<file path="src/rtl/uart_tx_arbiter.sv">
// Arbitrates N_REQ byte sources onto a single UART transmitter (IDLE -> SEND -> WAIT).
// Define UART_ARB_ROUND_ROBIN_EN for round-robin arbitration; the default build uses fixed priority (lowest index wins).
module uart_tx_arbiter #(
    parameter int N_REQ   = 4,
    parameter int DATA_W  = 8,
    parameter int TIMEOUT = 1_000_000
) (
    input  logic                      clk,
    input  logic                      rst,
    input  logic [N_REQ-1:0]          req_valid,
    input  logic [N_REQ*DATA_W-1:0]   req_data,
    output logic [N_REQ-1:0]          req_ready,
    output logic                      tx_start,
    output logic [DATA_W-1:0]         tx_data,
    input  logic                      tx_busy,
    input  logic                      tx_done,
    output logic [$clog2(N_REQ)-1:0]  grant_id,
    output logic                      busy,
    output logic                      timeout_err
);
    localparam int ID_W  = $clog2(N_REQ);
    localparam int CNT_W = $clog2(TIMEOUT);
    localparam logic [CNT_W-1:0] CNT_MAX = CNT_W'(TIMEOUT - 1);

    typedef enum logic [1:0] {IDLE, SEND, WAIT} state_t;

    state_t            state;
    logic [CNT_W-1:0]  cnt;
    logic [ID_W-1:0]   win;
    logic              any_req;
    logic [DATA_W-1:0] win_data;

    assign any_req  = |req_valid;
    assign win_data = req_data[int'(win)*DATA_W +: DATA_W];

`ifdef UART_ARB_ROUND_ROBIN_EN
    logic [ID_W-1:0] ptr;

    // Scan downward so the requester closest after ptr is assigned last and wins.
    always_comb begin
        win = '0;
        for (int k = N_REQ; k >= 1; k--) begin
            if (req_valid[(int'(ptr) + k) % N_REQ])
                win = ID_W'((int'(ptr) + k) % N_REQ);
        end
    end

    always_ff @(posedge clk) begin
        if (rst)
            ptr <= ID_W'(N_REQ - 1);
        else if (state == IDLE && any_req)
            ptr <= win;
    end
`else
    always_comb begin
        win = '0;
        for (int i = N_REQ - 1; i >= 0; i--) begin
            if (req_valid[i])
                win = ID_W'(i);
        end
    end
`endif

    // Handshake and pulses are combinational to meet accept(n) -> tx_start(n+1); rst masks them.
    always_comb begin
        req_ready = '0;
        if (state == IDLE && any_req && !rst)
            req_ready[win] = 1'b1;
    end

    assign tx_start    = (state == SEND) && !tx_busy && !rst;
    assign timeout_err = (state == WAIT) && !tx_done && (cnt == CNT_MAX) && !rst;
    assign busy        = (state != IDLE) && !rst;

    always_ff @(posedge clk) begin
        if (rst) begin
            state    <= IDLE;
            tx_data  <= '0;
            grant_id <= '0;
            cnt      <= '0;
        end else begin
            case (state)
                IDLE: begin
                    if (any_req) begin
                        tx_data  <= win_data;
                        grant_id <= win;
                        state    <= SEND;
                    end
                end
                SEND: begin
                    if (!tx_busy) begin
                        cnt   <= '0;
                        state <= WAIT;
                    end
                end
                WAIT: begin
                    if (tx_done || cnt == CNT_MAX)
                        state <= IDLE;
                    else
                        cnt <= cnt + 1'b1;
                end
                default: state <= IDLE;
            endcase
        end
    end
endmodule

</file>
<file path="config.mk">
export PLATFORM = sky130hd
export DESIGN_NAME = uart_tx_arbiter
export DESIGN_NICKNAME = d
export VERILOG_FILES = /design/src/rtl/uart_tx_arbiter.sv
export SDC_FILE = /design/constraint.sdc
export NUM_CORES = 1
export LEC_CHECK = 0
export ABC_AREA = 1
export CORE_MARGIN = 4
export CORE_UTILIZATION = 41
export CTS_BUF_LIST = sky130_fd_sc_hd__clkbuf_4 sky130_fd_sc_hd__clkbuf_8
export DETAILED_ROUTE_END_ITERATION = 8
export DONT_BUFFER_PORTS = 1
export GPL_TIMING_DRIVEN = 0
export SKIP_CTS_REPAIR_TIMING = 1
export SYNTH_ARGS = -nofsm -noshare
export SYNTH_HDL_FRONTEND = slang
export SYNTH_SLANG_ARGS = --single-unit
</file>
<file path="constraint.sdc">
create_clock -name clk -period 2.4 [get_ports clk]
set_input_delay 0.24 -clock clk [delete_from_list [all_inputs] [get_ports clk]]
set_output_delay 0.24 -clock clk [all_outputs]
set_load 0.02 [all_outputs]
</file>
Word-level counts from Yosys, hierarchy flattened --
Index checks and enable logic that the tools add are counted. W data, S select, Z words.
Storage, ports and cells: bits in registers 32, bits of input ports 40, output and inout bits 17, logic and storage cells 49
Operators by class: $add $sub $neg 1, magnitude comparators 2, equal/unequal tests 7, shifts and indexed selects 1, mux-type cells 14, reductions and logical operators 20
Operators with widths (number):
- $mux W20 | 2
- $pmux W20 S2 | 1
- $shiftx A32 B6 Y8 | 1
- $add A20 B1 Y20 const B | 1
- $eq A20 B20 Y1 const B | 1
- $mux W2 | 7
- $logic_and A1 B1 Y1 | 9
- $ne A2 B2 Y1 const B | 3
- $pmux W2 S3 | 1
- $reduce_and A3 Y1 | 2
- $mux W4 | 1
- $reduce_bool A2 Y1 | 2
- $reduce_or A4 Y1 | 1
- $logic_not A1 Y1 | 3
- $lt A2 B3 Y1 const B | 1
- $demux W1 S2 | 1
- $eq A2 B1 Y1 const B | 1
- $eq A2 B2 Y1 const B | 1
- $ge A2 B1 Y1 const B | 1
- $logic_not A2 Y1 | 1
- $ne A2 B1 Y1 const B | 1
- $reduce_and A2 Y1 | 1
- $logic_or A1 B1 Y1 | 1
- $mux W1 | 1

Depth between registers and ports, before layout --
Gate-level depths: netlist of the first run.
depth in word-level cells 9, gate-level depth with buffers 11, mapped depth without buffers 11

Worst setup path before layout of the first run --
No wires, ideal clock.
path kind reg-to-output, start register cnt[0], end output timeout_err, arrival time 1487 ps, required time 2160 ps, slack 673 ps, cell stages (with the launch flop) 6, buffers on the path 0, path through dfxtp_1 -> ha_1 -> nand3_2 -> inv_1 -> nand4_1 -> nor4_1
Between the ends: word-level cells in the longest chain between the ends 3
RTL lines:
- from (decl) | RTL line 28 | logic [CNT_W-1:0] cnt;
- from (signal assigned) | RTL line 100 | cnt <= cnt + 1'b1;
- $eq A20 B20 Y1 | RTL line 72 | assign timeout_err = (state == WAIT) && !tx_done && (cnt == CNT_MAX) && !rst;
- $logic_and A1 B1 Y1 (2 in a row) | RTL line 72
- to (decl) | RTL line 19 | output logic timeout_err
Every way passes these cells.

Final worst setup path of the first run --
Same ends and word-level chain as after synthesis.

==> impl_results.html, run 1 <==
<table>
<tr><th>Metric</th><th>Value</th></tr>
<tr><th colspan="2">Synth</th></tr>
<tr><td>Synth area leaders</td><td>sky130_fd_sc_hd__dfxtp_1, sky130_fd_sc_hd__nand2_1, sky130_fd_sc_hd__nor2_1, sky130_fd_sc_hd__a21oi_1, sky130_fd_sc_hd__inv_1</td></tr>
<tr><td>Netlist area before placement</td><td>0.00193 sq mm</td></tr>
<tr><td>Flops &amp; latches, synth</td><td>32</td></tr>
<tr><td>Area share of the largest cell type after synthesis</td><td>33.2%</td></tr>
<tr><td>Fraction of the yosys area taken by sequential cells</td><td>33.2%</td></tr>
<tr><td>Net Count, Synth</td><td>345</td></tr>
<tr><td>Average cell area after synthesis</td><td>6.35 sq um</td></tr>
<tr><td>Largest area contributor in the netlist</td><td>sky130_fd_sc_hd__dfxtp_1</td></tr>
<tr><td>Number of warnings reported in the yosys synthesis log</td><td>0</td></tr>
<tr><td>Number of distinct library cells after synthesis</td><td>30</td></tr>
<tr><td>Cells after Synth</td><td>304</td></tr>
<tr><th colspan="2">Layout</th></tr>
<tr><td>Layout Area Growth over Synthesis</td><td>10.2%</td></tr>
<tr><td>Count of inserted antenna diode cells</td><td>0</td></tr>
<tr><td>Final net count</td><td>352</td></tr>
<tr><td>Filler cell count</td><td>475</td></tr>
<tr><td>Fraction of layout instances using a drive strength above 1</td><td>about 9.0%</td></tr>
<tr><th colspan="2">Detailed routing</th></tr>
<tr><td>Router iterations before antenna repair</td><td>4</td></tr>
<tr><td>Initial DRC count</td><td>119</td></tr>
<tr><td>Routed via count divided by cell count</td><td>approximately 5.4</td></tr>
<tr><td>Remaining design rule violation count</td><td>0</td></tr>
<tr><td>Total wirelength of the detailed-routed design</td><td>between 5 and 6 mm</td></tr>
<tr><td>Detail Route Antenna Nets</td><td>0</td></tr>
<tr><td>Routed wirelength normalized by instance count</td><td>13.7 um</td></tr>
<tr><td>Overall via count from detail_route</td><td>between 1.5k and 2k</td></tr>
<tr><th colspan="2">CTS</th></tr>
<tr><td>Inserted Clock Buffers</td><td>5</td></tr>
<tr><td>Longest Clk Path Bufs</td><td>2</td></tr>
<tr><td>Clock root buffer</td><td>sky130_fd_sc_hd__clkbuf_8</td></tr>
<tr><td>Clock tree from TritonCTS</td><td>built</td></tr>
<tr><td>Number of levels the H-tree was split into</td><td>2</td></tr>
<tr><td>Clock Pin Slew Worst Setup and Hold Paths</td><td>0.07 ns</td></tr>
<tr><td>Clk_lat worst skew</td><td>0.29 ns</td></tr>
<tr><td>Number of clock sinks seen by CTS</td><td>32</td></tr>
<tr><th colspan="2">Outcome</th></tr>
<tr><td>Status</td><td>complete, no violations</td></tr>
<tr><th colspan="2">Power</th></tr>
<tr><td>Maximum ir drop on the vdd rail</td><td>0.336 mV</td></tr>
<tr><td>Power after layout</td><td>0.00133 W</td></tr>
<tr><td>Leakage power</td><td>~0.76 nW</td></tr>
<tr><td>P per Cell Area</td><td>625 mW/mm^2</td></tr>
<tr><th colspan="2">Floorplanning</th></tr>
<tr><td>Die Footprint</td><td>around 0.0059 sq mm</td></tr>
<tr><td>Die width</td><td>76.6 um</td></tr>
<tr><td>Core area</td><td>0.00444 sq mm</td></tr>
<tr><td>Initial cell density of the core</td><td>43.4%</td></tr>
<tr><td>Vertical die dimension</td><td>76.6 um</td></tr>
<tr><td>Count of boundary I/O pins</td><td>57</td></tr>
<tr><td>Row count</td><td>24</td></tr>
<tr><th colspan="2">Timing</th></tr>
<tr><td>Maximum clock skew at final layout</td><td>0.0103 ns</td></tr>
<tr><td>Fin. max-slew vios</td><td>0</td></tr>
<tr><td>Final hold viol count</td><td>0</td></tr>
<tr><td>Slew at the pin with the worst max-slew slack</td><td>0.650 ns</td></tr>
<tr><td>Headroom to the max-slew limit</td><td>~56%</td></tr>
<tr><td>Final setup violation count</td><td>0</td></tr>
<tr><td>Setup total negative slack</td><td>0 ns</td></tr>
<tr><td>Share of the clock period used by the worst path after layout</td><td>84.7%</td></tr>
<tr><td>Top achievable clock speed</td><td>492 MHz</td></tr>
<tr><td>Setup repair after global routing missed its margin</td><td>no</td></tr>
<tr><td>Hold slack</td><td>between 0.1 and 0.15 ns</td></tr>
<tr><td>Final worst path period need</td><td>2.03 ns</td></tr>
<tr><th colspan="2">Setup path</th></tr>
<tr><td>Setup slack of the worst register-to-register path</td><td>roughly 0.63 ns</td></tr>
<tr><td>Kind of end point of the critical path</td><td>output port</td></tr>
<tr><td>Largest fanout on the critical path</td><td>4</td></tr>
<tr><td>CP startpoint kind</td><td>flip-flop</td></tr>
<tr><td>Data arrival at the endpoint of the critical path</td><td>1.79 ns</td></tr>
<tr><td>Worst r2r path cells</td><td>8</td></tr>
<tr><td>Launch point of the worst reg-to-reg path</td><td>cnt[0]</td></tr>
<tr><td>Capture point of the worst reg-to-reg path</td><td>cnt[18]</td></tr>
<tr><td>Worst Path Required</td><td>around 2.2 ns</td></tr>
<tr><td>Category of the most critical setup path</td><td>reg2out</td></tr>
<tr><th colspan="2">Hold path</th></tr>
<tr><td>Hold path startpoint</td><td>tx_busy</td></tr>
<tr><td>Worst min-delay path category</td><td>in2reg</td></tr>
<tr><td>Worst Hold Endpoint</td><td>state[0]</td></tr>
<tr><td>Cell count of the worst hold path</td><td>2</td></tr>
<tr><th colspan="2">Global route</th></tr>
<tr><td>Total global routing overflow</td><td>0</td></tr>
<tr><td>Wire length of the first global-routing pass</td><td>between 8 and 9 mm</td></tr>
<tr><td>Via count of the first global-routing pass</td><td>1897</td></tr>
<tr><td>Initial antenna violation count</td><td>0</td></tr>
<tr><td>Total routing usage reported by global routing</td><td>roughly 17%</td></tr>
<tr><td>Maximum number of pins on one net before global-route repair</td><td>11</td></tr>
<tr><th colspan="2">Placed design</th></tr>
<tr><td>DP HPWL</td><td>3.87 mm</td></tr>
<tr><td>Count of input and output buffers</td><td>0</td></tr>
<tr><td>Final weighted congestion of routability-driven global placement</td><td>between 0.8 and 0.9</td></tr>
<tr><th colspan="2">Run</th></tr>
<tr><td>Total of max-cap violations</td><td>0</td></tr>
</table>
cell usage after synthesis:
master                     instances
sky130_fd_sc_hd__nand2_1          77
sky130_fd_sc_hd__nor2_1           44
sky130_fd_sc_hd__dfxtp_1          32
sky130_fd_sc_hd__a21oi_1          31
sky130_fd_sc_hd__inv_1            30
sky130_fd_sc_hd__nand3_1          22
sky130_fd_sc_hd__o21ai_0          10
sky130_fd_sc_hd__o211ai_1          8
sky130_fd_sc_hd__a221oi_1          7
sky130_fd_sc_hd__or2_2             7
sky130_fd_sc_hd__xor2_1            5
sky130_fd_sc_hd__clkbuf_1          4
sky130_fd_sc_hd__nor3_1            4
sky130_fd_sc_hd__nand4_1           3
sky130_fd_sc_hd__buf_2             2
sky130_fd_sc_hd__buf_6             2
sky130_fd_sc_hd__inv_2             2
sky130_fd_sc_hd__nand2_2           2
sky130_fd_sc_hd__a31oi_1           1
sky130_fd_sc_hd__and2_1            1
sky130_fd_sc_hd__buf_4             1
sky130_fd_sc_hd__clkinv_1          1
sky130_fd_sc_hd__ha_1              1
sky130_fd_sc_hd__nand3_2           1
sky130_fd_sc_hd__nand3b_1          1
sky130_fd_sc_hd__nor2_2            1
sky130_fd_sc_hd__nor3_2            1
sky130_fd_sc_hd__nor4_1            1
sky130_fd_sc_hd__o21bai_1          1
sky130_fd_sc_hd__xnor2_1           1
cell type report:
class / count / area, sq um / area share, %
Clock inverter: 1 / 30.0 / 1.41
Tap cell: 52 / 65.1 / 3.06
Buffer: 9 / 55.1 / 2.59
Clock buffer: 7 / 96.3 / 4.53
Inverter: 33 / 124 / 5.82
Multi-Input combinational cell: 230 / 1120 / 52.5
Sequential cell: 32 / 641 / 30.1
cells by family after synthesis:
group                    count (synthesis)  synth area share [%]
adder cells (fa/ha/maj)                  1                 0.648
XOR/XNOR                                 6                  2.72
AO/OA/AOI/OAI                           58                  17.6
buffers and inverters                   42                  9.27
AND/OR/NAND/NOR                        165                  36.6
flip-flops                              32                  33.2
worst max-delay path by stage:
stage,startpoint,to,cells after the start
after global routing,cnt[0],timeout_err,5
after detailed placement,cnt[0],timeout_err,5
after floorplan,cnt[0],timeout_err,5
final,cnt[0],timeout_err,5
after global placement,cnt[0],timeout_err,5
after CTS,cnt[0],timeout_err,5
worst max-delay path, cell delays in order (launching register included):
cell                      delay (ns)
sky130_fd_sc_hd__dfxtp_1        0.38
sky130_fd_sc_hd__ha_1           0.24
sky130_fd_sc_hd__nand3_2        0.13
sky130_fd_sc_hd__inv_1          0.12
sky130_fd_sc_hd__nand4_1        0.13
sky130_fd_sc_hd__nor4_2         0.51
layout by cell type, fill, tap and decap left out, types with 2 or more instances in the layout:
cell,synthesis,layout
sky130_fd_sc_hd__buf_2,2,2
sky130_fd_sc_hd__or2_2,7,7
sky130_fd_sc_hd__dfxtp_1,32,32
sky130_fd_sc_hd__nand2_1,77,77
sky130_fd_sc_hd__nor3_1,4,4
sky130_fd_sc_hd__o211ai_1,8,8
sky130_fd_sc_hd__inv_2,2,2
sky130_fd_sc_hd__nand2_2,2,2
sky130_fd_sc_hd__buf_6,2,2
sky130_fd_sc_hd__nor2_1,44,44
sky130_fd_sc_hd__xor2_1,5,5
sky130_fd_sc_hd__nand4_1,3,3
sky130_fd_sc_hd__a221oi_1,7,7
sky130_fd_sc_hd__o21ai_0,10,10
sky130_fd_sc_hd__a21oi_1,31,31
sky130_fd_sc_hd__clkbuf_8,0,7
sky130_fd_sc_hd__inv_1,30,30
sky130_fd_sc_hd__nand3_1,22,22
sky130_fd_sc_hd__clkbuf_1,4,4
through the flow:
| step | instances | utilization [%] | worst slack [ns] | area, sq um |
|---|---|---|---|---|
| 6_report | 364 | 47.9 | 0.367 | 2130 |
| 5_1_grt | 364 | 47.9 | 0.235 | 2130 |
| 4_1_cts | 364 | 47.7 | 0.120 | 2120 |
| 3_5_place_dp | 356 | 44.9 | 0.438 | 2000 |
| 3_3_place_gp | 356 | 44.9 | 0.432 | 2000 |
| 2_1_floorplan | 304 | - | 0.673 | 1930 |
state kept, by name, indices dropped and copies added (netlist names):
register and cells:
cnt 20, tx_data 8, grant_id 2, state 2
report_power, final:
part	leakage, nW	switching (W)	total (W)	internal, W
Combinational	0.438	0.000108	0.000164	0.0000556
Sequential	0.261	0.0000438	0.000601	0.000558
Clock	0.0645	0.000199	0.000565	0.000366
Total	0.763	0.000351	0.00133	0.000979
per-layer routing:
metal	up-vias	GRT usage (%)	wire, um
met3	7	4.85	325
met4	0	5.80	51
li1	1017	-	-
met2	67	29.3	2360
met1	876	21.4	2270
met5	-	0	0
No activity file was read; power rests on OpenSTA's default activity.
==> inputs of run 2 (changes only) <==
==> constraint.sdc (replaced) <==
create_clock -name clk -period 1.9 [get_ports clk]
set_input_delay 0.19 -clock clk [delete_from_list [all_inputs] [get_ports clk]]
set_output_delay 0.19 -clock clk [all_outputs]
set_load 0.02 [all_outputs]
==> impl_results.html, run 2 (synthesis gave the netlist of run 1 again) <==
<table>
<tr><th>Metric</th><th>Value</th></tr>
<tr><th colspan="2">Layout</th></tr>
<tr><td>Leading cell type in the layout, fill and taps excluded</td><td>sky130_fd_sc_hd__nand2_1</td></tr>
<tr><td>Fraction of layout instances using a drive strength above 1</td><td>10.9% (+1.9 points)</td></tr>
<tr><td>Layout Area Growth over Synthesis</td><td>12.0%</td></tr>
<tr><td>Final Cell Area</td><td>0.00216 sq mm (+1.6%)</td></tr>
<tr><td>Flip-flop count of the largest register, all copies and words added</td><td>20 (unchanged)</td></tr>
<tr><td>Largest register by flop count</td><td>cnt</td></tr>
<tr><td>Final net count</td><td>352 (unchanged)</td></tr>
<tr><td>Leading cell types in the layout, fill and taps excluded</td><td>sky130_fd_sc_hd__nand2_1, sky130_fd_sc_hd__nor2_1, sky130_fd_sc_hd__a21oi_1</td></tr>
<tr><td>Registers with the highest flip-flop counts</td><td>cnt x20, tx_data x8</td></tr>
<tr><td>Core Util, Final</td><td>48.6% (+0.76 points)</td></tr>
<tr><td>Count of inserted antenna diode cells</td><td>0 (unchanged)</td></tr>
<tr><th colspan="2">Timing</th></tr>
<tr><td>Headroom to the max-slew limit</td><td>60.1% (+3.8 points)</td></tr>
<tr><td>Maximum clock skew at final layout</td><td>0.00908 ns (-0.00121 ns)</td></tr>
<tr><td>Share of the clock period used by the worst path after layout</td><td>93.4%</td></tr>
<tr><td>Setup total negative slack</td><td>0 ns (unchanged)</td></tr>
<tr><td>Setup repair after global routing missed its margin</td><td>yes</td></tr>
<tr><td>Final worst setup slack</td><td>0.125 ns (-0.242 ns)</td></tr>
<tr><td>Top achievable clock speed</td><td>about 560 MHz</td></tr>
<tr><td>Final setup violation count</td><td>0 (unchanged)</td></tr>
<tr><td>Slew at the pin with the worst max-slew slack</td><td>0.596 ns (-0.0543 ns)</td></tr>
<tr><td>Final worst path period need</td><td>1.78 ns</td></tr>
<tr><td>Fin. max-slew vios</td><td>0 (unchanged)</td></tr>
<tr><td>Final hold viol count</td><td>0 (unchanged)</td></tr>
<tr><th colspan="2">CTS</th></tr>
<tr><td>Clk_lat worst skew</td><td>0.28 ns (about the same)</td></tr>
<tr><td>Clock root buffer</td><td>sky130_fd_sc_hd__clkbuf_8</td></tr>
<tr><td>Number of clock sinks seen by CTS</td><td>32 (unchanged)</td></tr>
<tr><td>Inserted Clock Buffers</td><td>5 (unchanged)</td></tr>
<tr><td>Clock tree from TritonCTS</td><td>built</td></tr>
<tr><td>Clock Pin Slew Worst Setup and Hold Paths</td><td>0.07 ns (about the same)</td></tr>
<tr><td>Number of levels the H-tree was split into</td><td>2 (unchanged)</td></tr>
<tr><td>Longest Clk Path Bufs</td><td>2 (unchanged)</td></tr>
<tr><th colspan="2">Floorplanning</th></tr>
<tr><td>Count of boundary I/O pins</td><td>57 (unchanged)</td></tr>
<tr><td>Core area</td><td>0.00444 sq mm (unchanged)</td></tr>
<tr><td>Die width</td><td>76.6 um (unchanged)</td></tr>
<tr><td>Die Footprint</td><td>0.00587 sq mm (unchanged)</td></tr>
<tr><td>Row count</td><td>24 (unchanged)</td></tr>
<tr><td>Initial cell density of the core</td><td>43.4% (unchanged)</td></tr>
<tr><td>Vertical die dimension</td><td>76.6 um (unchanged)</td></tr>
<tr><th colspan="2">Hold path</th></tr>
<tr><td>Worst Hold Endpoint</td><td>state[0]</td></tr>
<tr><td>Cell count of the worst hold path</td><td>2 (unchanged)</td></tr>
<tr><td>Hold path startpoint</td><td>tx_busy</td></tr>
<tr><td>Worst min-delay path category</td><td>in2reg</td></tr>
<tr><th colspan="2">Setup path</th></tr>
<tr><td>Launch point of the worst reg-to-reg path</td><td>cnt[0]</td></tr>
<tr><td>Setup slack of the worst register-to-register path</td><td>0.19 ns (-0.44 ns)</td></tr>
<tr><td>CP startpoint kind</td><td>flip-flop</td></tr>
<tr><td>Critical path cell sequence</td><td>ha_4 &gt; nand3_2 &gt; inv_2 &gt; nand4_1 &gt; nor4_4</td></tr>
<tr><td>Data arrival at the endpoint of the critical path</td><td>1.59 ns (-0.20 ns)</td></tr>
<tr><td>Worst Path Required</td><td>1.71 ns (-0.45 ns)</td></tr>
<tr><td>Worst r2r path cells</td><td>8 (unchanged)</td></tr>
<tr><td>Capture point of the worst reg-to-reg path</td><td>cnt[18]</td></tr>
<tr><td>Largest fanout on the critical path</td><td>4 (unchanged)</td></tr>
<tr><td>Category of the most critical setup path</td><td>reg2out</td></tr>
<tr><td>CP max stage cell</td><td>sky130_fd_sc_hd__nor4_4</td></tr>
<tr><td>Kind of end point of the critical path</td><td>output port</td></tr>
<tr><td>Max incr delay on CP</td><td>0.41 ns (-0.10 ns)</td></tr>
<tr><th colspan="2">Placed design</th></tr>
<tr><td>Instance area at placement</td><td>0.00200 sq mm (unchanged)</td></tr>
<tr><td>Count of input and output buffers</td><td>0 (unchanged)</td></tr>
<tr><td>Final weighted congestion of routability-driven global placement</td><td>0.827 (unchanged)</td></tr>
<tr><td>DP HPWL</td><td>3.87 mm (unchanged)</td></tr>
<tr><td>Post-placement worst setup slack</td><td>-0.0120 ns (-0.450 ns)</td></tr>
<tr><th colspan="2">Power</th></tr>
<tr><td>Power after layout</td><td>0.00169 W (+27%)</td></tr>
<tr><td>Leakage power</td><td>0.778 nW (+2.0%)</td></tr>
<tr><td>P per Cell Area</td><td>781 mW/mm^2 (+25%)</td></tr>
<tr><td>Maximum ir drop on the vdd rail</td><td>0.432 mV (+29%)</td></tr>
<tr><th colspan="2">Global route</th></tr>
<tr><td>Total routing usage reported by global routing</td><td>17.5% (unchanged)</td></tr>
<tr><td>Initial antenna violation count</td><td>0 (unchanged)</td></tr>
<tr><td>Via count of the first global-routing pass</td><td>1897 (unchanged)</td></tr>
<tr><td>Maximum number of pins on one net before global-route repair</td><td>11 (unchanged)</td></tr>
<tr><td>Wire length of the first global-routing pass</td><td>8.40 mm (unchanged)</td></tr>
<tr><td>Total global routing overflow</td><td>0 (unchanged)</td></tr>
<tr><th colspan="2">Detailed routing</th></tr>
<tr><td>Overall via count from detail_route</td><td>1984 (+0.86%)</td></tr>
<tr><td>Initial DRC count</td><td>105 (-12%)</td></tr>
<tr><td>Router iterations before antenna repair</td><td>4 (unchanged)</td></tr>
<tr><td>Routed wirelength normalized by instance count</td><td>13.9 um (+1.1%)</td></tr>
<tr><td>Routed via count divided by cell count</td><td>5.45 (+0.86%)</td></tr>
<tr><td>Total wirelength of the detailed-routed design</td><td>5.06 mm (+1.1%)</td></tr>
<tr><td>Detail Route Antenna Nets</td><td>0 (unchanged)</td></tr>
<tr><td>Remaining design rule violation count</td><td>0 (unchanged)</td></tr>
<tr><th colspan="2">Run</th></tr>
<tr><td>Total of max-cap violations</td><td>0 (unchanged)</td></tr>
<tr><th colspan="2">Outcome</th></tr>
<tr><td>Status</td><td>complete, no violations</td></tr>
</table>
==> run 2: cell counts in the layout (fill, tap and decap cells not counted) <==
No cell type changed its count.
==> run 2: cell type report <==
type                            instances  area (sq um)
Clock buffer                            7          96.3
Tap cell                               52          65.1
Multi-Input combinational cell        230          1150
Fill cell                             469          2280
Clock inverter                          1          30.0
Inverter                               33           124
Sequential cell                        32           643
Buffer                                  9          55.1
==> run 2: how the worst max path moves through the flow <==
stage	start	endpoint	slack, ns	depth (start not counted)
floorplan	cnt[0]	timeout_err	0.22	5
global placement	cnt[0]	timeout_err	-0.02	5
detailed placement	cnt[0]	timeout_err	-0.01	5
CTS	cnt[0]	timeout_err	-0.33	5
global route	state[0]	req_ready[0]	-0.03	5
finish	cnt[0]	timeout_err	0.12	5
==> run 2: stage by stage <==
step	hold slack (ns)	std cells
finish	0.0714	364
global route	0.0686	364
CTS	0.0632	364
detailed placement	0.369	356
global placement	0.359	356
floorplan	0.353	304
==> run 2: critical path: cells and delay by family (launching register included) <==
family,cells,cell delay [ns]
DFF,1,0.38
buffers and inverters,1,0.10
and+or+nand+nor,3,0.67
adders and majority gates,1,0.16
==> run 2: power by group <==
part / switching, W / internal (W)
Combinational: 0.000141 / 0.0000726
Clock: 0.000251 / 0.000463
Sequential: 0.0000573 / 0.000705
Total: 0.000449 / 0.00124
==> run 2: layer usage <==
| layer | track usage [%] | share of wire, % |
|---|---|---|
| met1 | 21.4 | 45 |
| met2 | 29.3 | 46 |
| met3 | 4.85 | 6.7 |
| met4 | 5.80 | 1.6 |
| met5 | 0 | 0 |
==> inputs of run 3 (changes only) <==
--- a/config.mk
+++ b/config.mk
@@ -13,6 +13,7 @@
 export DONT_BUFFER_PORTS = 1
 export GPL_TIMING_DRIVEN = 0
 export SKIP_CTS_REPAIR_TIMING = 1
+export SKIP_LAST_GASP = 1
 export SYNTH_ARGS = -nofsm -noshare
 export SYNTH_HDL_FRONTEND = slang
 export SYNTH_SLANG_ARGS = --single-unit
==> results of run 3 <==
The final DEF is identical to that of run 2; final timing and power are the same.
